## src/rtl/dp_tx_packetizer.sv

```systemverilog
// GPP-to-link packetizer: buffers GPP words in a FIFO and emits one burst of a
// header packet followed by PAYLOAD_LEN data packets per accepted tx_start.
module dp_tx_packetizer #(
  parameter int DATA_W      = 16,
  parameter int ID_W        = 16,
  parameter int PAYLOAD_LEN = 4,
  parameter int DEPTH       = 16
) (
  input  logic                      clk,
  input  logic                      rst,
  input  logic                      gpp_wr,
  input  logic [DATA_W-1:0]         gpp_wr_data,
  input  logic [ID_W-1:0]           node_id,
  input  logic                      tx_start,
  input  logic [ID_W-1:0]           tx_dest,
  input  logic                      tx_ready,
  output logic                      tx_valid,
  output logic [ID_W+DATA_W-1:0]    tx_packet,
  output logic                      tx_done,
  output logic                      tx_reject,
  output logic                      fifo_full,
  output logic                      fifo_overflow,
  output logic [$clog2(DEPTH):0]    fifo_count,
  output logic                      busy
);

  localparam int AW    = $clog2(DEPTH);
  localparam int CW    = AW + 1;
  localparam int PKT_W = ID_W + DATA_W;
  localparam logic [CW-1:0] LEN_C   = CW'(PAYLOAD_LEN);
  localparam logic [CW-1:0] DEPTH_C = CW'(DEPTH);

  // state | meaning
  // IDLE  | waiting for tx_start
  // HDR   | header packet presented on the link
  // PAY   | data packets presented, one FIFO pop per accepted packet
  // DONE  | burst complete, tx_done pulse
  typedef enum logic [1:0] {IDLE, HDR, PAY, DONE} state_t;

  state_t              state_q, state_d;
  logic [AW-1:0]       wr_ptr_q, wr_ptr_d, rd_ptr_q, rd_ptr_d, rd_ptr_nx;
  logic [CW-1:0]       count_q, count_d, sent_q, sent_d, sent_inc;
  logic [ID_W-1:0]     dest_q, dest_d;
  logic [PKT_W-1:0]    pkt_q, pkt_d;
  logic                valid_q, valid_d, reject_q, reject_d, ovf_q, ovf_d;
  logic                full, push, pop;
  logic [DATA_W-1:0]   src_ext;
  logic [DATA_W-1:0]   mem_q [DEPTH];

  assign full      = (count_q == DEPTH_C);
  assign rd_ptr_nx = rd_ptr_q + 1'b1;
  assign sent_inc  = sent_q + 1'b1;

  // A pop in the same cycle frees the slot, so a write while full still lands.
  always_comb begin
    push     = gpp_wr && (!full || pop);
    ovf_d    = gpp_wr && full && !pop;
    wr_ptr_d = push ? wr_ptr_q + 1'b1 : wr_ptr_q;
    rd_ptr_d = pop ? rd_ptr_nx : rd_ptr_q;
    count_d  = count_q;
    if (push && !pop) count_d = count_q + 1'b1;
    else if (pop && !push) count_d = count_q - 1'b1;
  end

  always_comb begin
    src_ext = '0;
    src_ext[ID_W-1:0] = node_id;
  end

  always_comb begin
    state_d  = state_q;
    dest_d   = dest_q;
    pkt_d    = pkt_q;
    valid_d  = valid_q;
    sent_d   = sent_q;
    reject_d = 1'b0;
    pop      = 1'b0;
    case (state_q)
      IDLE: begin
        if (tx_start) begin
          if (count_q >= LEN_C) begin
            dest_d  = tx_dest;
            pkt_d   = {tx_dest, src_ext};
            valid_d = 1'b1;
            state_d = HDR;
          end else begin
            reject_d = 1'b1;
          end
        end
      end
      HDR: begin
        if (tx_ready) begin
          pkt_d   = {dest_q, mem_q[rd_ptr_q]};
          sent_d  = '0;
          state_d = PAY;
        end
      end
      PAY: begin
        if (tx_ready) begin
          pop    = 1'b1;
          sent_d = sent_inc;
          // Enough words were present at start, so the next slot is always valid.
          if (sent_inc < LEN_C) begin
            pkt_d = {dest_q, mem_q[rd_ptr_nx]};
          end else begin
            pkt_d   = '0;
            valid_d = 1'b0;
            state_d = DONE;
          end
        end
      end
      DONE: state_d = IDLE;
      default: state_d = IDLE;
    endcase
  end

  always_ff @(posedge clk or negedge rst) begin
    if (!rst) begin
      state_q  <= IDLE;
      wr_ptr_q <= '0;
      rd_ptr_q <= '0;
      count_q  <= '0;
      sent_q   <= '0;
      dest_q   <= '0;
      pkt_q    <= '0;
      valid_q  <= 1'b0;
      reject_q <= 1'b0;
      ovf_q    <= 1'b0;
    end else begin
      state_q  <= state_d;
      wr_ptr_q <= wr_ptr_d;
      rd_ptr_q <= rd_ptr_d;
      count_q  <= count_d;
      sent_q   <= sent_d;
      dest_q   <= dest_d;
      pkt_q    <= pkt_d;
      valid_q  <= valid_d;
      reject_q <= reject_d;
      ovf_q    <= ovf_d;
    end
  end

  always_ff @(posedge clk) begin
    if (push) mem_q[wr_ptr_q] <= gpp_wr_data;
  end

  assign tx_valid      = valid_q;
  assign tx_packet     = pkt_q;
  assign tx_done       = (state_q == DONE);
  assign tx_reject     = reject_q;
  assign fifo_full     = full;
  assign fifo_overflow = ovf_q;
  assign fifo_count    = count_q;
  assign busy          = (state_q != IDLE);

endmodule
```

## config.mk

```make
export PLATFORM = sky130hd
export DESIGN_NAME = dp_tx_packetizer
export DESIGN_NICKNAME = d
export VERILOG_FILES = /design/src/rtl/dp_tx_packetizer.sv
export SDC_FILE = /design/constraint.sdc
export NUM_CORES = 1
export LEC_CHECK = 0
export BUFFER_PORTS_ARGS = -buffer_cell sky130_fd_sc_hd__buf_2
export CAP_MARGIN = 20
export CORE_MARGIN = 2
export CORE_UTILIZATION = 32
export CTS_BUF_LIST = sky130_fd_sc_hd__clkbuf_2
export CTS_CLUSTER_SIZE = 30
export DETAILED_ROUTE_END_ITERATION = 16
export HOLD_SLACK_MARGIN = 0.12
export PLACE_DENSITY = 0.55
export SLEW_MARGIN = 25
export SYNTH_ARGS = -nofsm -noshare
export SYNTH_HDL_FRONTEND = slang
export SYNTH_SLANG_ARGS = --single-unit
```

## constraint.sdc

```tcl
create_clock -name clk -period 3.5 [get_ports clk]
set_input_delay 0 -clock clk [delete_from_list [all_inputs] [get_ports clk]]
set_output_delay 0 -clock clk [all_outputs]
set_load 0.005 [all_outputs]
```

==> flow_summary.toml <==
[yosys]
synth_seq_cells = 327
synthCells = 989
synth_flop_cell = "edfxtp_1"
synthArstFlopShare_pct = 21.7
synth_area_mm2 = 0.0156
yosysWarnings = 0
synth_area_per_cell_um2 = 15.8
synth_edf_count = 256
synth_fp_nets = 1058
seq_area_frac_synth_pct = 60.7
ys_types = 58

[critical_path]
crit_type = "reg -> reg"
path_cells = "inv_1 > ha_1 > nand2_1 > a21boi_2 > ha_1 > inv_1 > ha_1 > nor2b_1 > o21a_1 > or3_1 > a21oi_1 > xor2_1"
end_kind = "flop"
slowest_stage = "ha_1"
critPathLaunchType = "flop"
critPathMaxStageDelay_ps = 440
worstPathArrival_ps = 4060
cp.required_ps = 4430
cp_max_fo = 11
cp_common_cell = "ha_1"

[clock_tree]
insertion_delay_ps = 1100
cts.sinks = 327
cts-root-buf = "clkbuf_2"
cts_tree = "yes"
cts_buffers = 87
cts_resized = 0
h-tree-depth = 3
clk_path_buf_depth = 3
cts_setup_buffers = 0
clkTransAtPathRegs_ps = 110

[global_routing]
grt_pass1_wl_mm = 67.5
grt_pass1_vias = 11100
grtUsageTotal_pct = 18.2
antenna_found_initial = 4
overflow = 0
grt_max_degree = 128

[layout]
fin_cells = 1966
seq_area_mm2 = 0.00947
nets = 1347
multi_input_comb_area_mm2 = 0.00579
drive_gt1_share_pct = 30.8
fill_cells = 4509
final_area_mm2 = 0.0190
area_growth_pct = 22.2

[timing]
rsz0062_at_grt = "false"
drv_slew = 0
fin_skew_ps = 106
final_hold_viol_count = 0
fin_tns_setup_ps = 0
setup_viol = 0
tightest_slew_ps = 991
fmax_mhz = 319
relSlewSlack_pct = 33.9
period_minus_slack_ps = 3130
timing.final.crit_share_pct = 89.6

[die]
die_area_mm2 = 0.0505
core_area_mm2 = 0.0479
ios = 96
fp-row-count = 80
die_w_um = 225
die_h_um = 225
initial_core_util_pct = 32.5

[routing]
wl_mm = 45.4
drcViolationCount = 0
ant_nets = 0
initialDrtViolationCount = 829
vias_per_cell = 5.30
dr.pass1.iters = 5
vias = 10400
wl_per_cell_um = 23.1

[placement]
dp.cells = 1680
port_buffers = 95
place_area_mm2 = 0.0170
place_congestion = 0.797
dp_hpwl_mm = 25.8

[power]
ir_drop_v = 0.000571
totalPowerFinal_w = 0.0167
p_per_area_mw_per_mm2 = 876
p_leak_nw = 7.21

[run_status]
status = "complete, no violations"

[flow_run]
cap_viol_max_count = 0

[min_path]
hold_class = "in -> reg"
metrics by stage:
step                      hold slack [ps]  worst slack [ps]  util (%)
final                                 379               365      39.7
after global routing                  331               139      39.7
after CTS                             266               382      39.7
after detailed placement              239               510      35.4
after global placement                231               573      35.4
after floorplan                      -296               555         -
registers in the layout, summed over array words and instances, names as in the netlist:
name and count:
mem_q 256, tx_packet 32, dest_q 16, fifo_count 5
sent_q 5, rd_ptr_q 4, wr_ptr_q 4, state_q 2
fifo_overflow 1, tx_reject 1, tx_valid 1
synth_stat cells, drive strengths merged, types with 17 or more instances:
| master | number | area, um^2 |
|---|---|---|
| o21ai | 28 | 140 |
| buf | 43 | 285 |
| dfrtp | 71 | 1780 |
| nor2 | 35 | 131 |
| mux2 | 50 | 578 |
| a22oi | 93 | 733 |
| a21oi | 36 | 191 |
| mux2i | 126 | 1260 |
| clkbuf | 25 | 93.8 |
| or3 | 17 | 106 |
| mux4 | 66 | 1570 |
| edfxtp | 256 | 7690 |
| nand3 | 35 | 180 |
critical path: cells and delay by family (launching register included):
family | cells | cell delay, ps
flops | 1 | 430
compound gates | 3 | 560
fa+ha+maj | 3 | 990
simple gates | 3 | 660
xor+xnor | 1 | 180
buf+inv | 2 | 220
final timing paths:
check,start,end,slack [ps],cells after the start
min reg2reg,tx_packet[26],tx_packet[26],530,2
min,node_id[14],tx_packet[14],380,6
min in group asynchronous,rst,tx_packet[14],590,5
max in group asynchronous,rst,sent_q[0],2510,5
max reg2reg,state_q[0],fifo_count[4],370,12
max,state_q[0],fifo_count[4],370,12
placed cells by master (no fill, tap or decap), types with 28 or more instances in the layout:
| master | count |
|---|---|
| edfxtp_1 | 256 |
| clkbuf_2 | 136 |
| mux2i_1 | 126 |
| dlygate4sd3_1 | 123 |
| buf_2 | 94 |
| a22oi_1 | 86 |
| dfrtp_1 | 69 |
| mux4_2 | 45 |
| buf_4 | 45 |
| mux2_2 | 36 |
| a21oi_1 | 35 |
| nand3_1 | 34 |
| o21ai_0 | 28 |
cell families (layout without fill, tap and decap cells):
logic type      count (synthesis)  count (layout)  share of synthesized area, %
xor+xnor                       13              13                         0.779
other cells                     0               2                             0
simple gates                  139             139                          4.58
flops                         327             327                          60.7
mux                           242             242                          21.8
buf+inv                        78             438                          2.67
fa+ha+maj                      16              16                          1.33
compound gates                174             174                          8.08
routing by layer:
metal | vias to the layer above | GRT usage, % | wire length (um)
met4 | 0 | 6.81 | 1110
met2 | 394 | 28.9 | 21300
li1 | 4635 | - | -
met5 | - | 0 | 0
met1 | 5315 | 24.0 | 19900
met3 | 75 | 4.64 | 3060
cell type report:
type	instances	area share, %
Sequential cell	327	49.7
Multi-Input combinational cell	584	30.4
Timing Repair Buffer	268	11.4
Tap cell	615	4.04
Clock buffer	136	3.57
Clock inverter	24	0.650
Inverter	10	0.197
Antenna cell	2	0.0263
report_power, final:
part / leakage (nW) / total [W] / switching (W) / internal, W
sequential: 3.16 / 0.00542 / 0.000485 / 0.00494
clock: 0.624 / 0.00275 / 0.00170 / 0.00105
combinational: 3.42 / 0.00852 / 0.00458 / 0.00393
repair_timing:
item | in CTS | in global routing
hold buffers | 124 | 0
setup endpoints to repair | 0 | 0
endpoints found under the hold margin | 654 | 0
(Power assumes the default switching activity.)
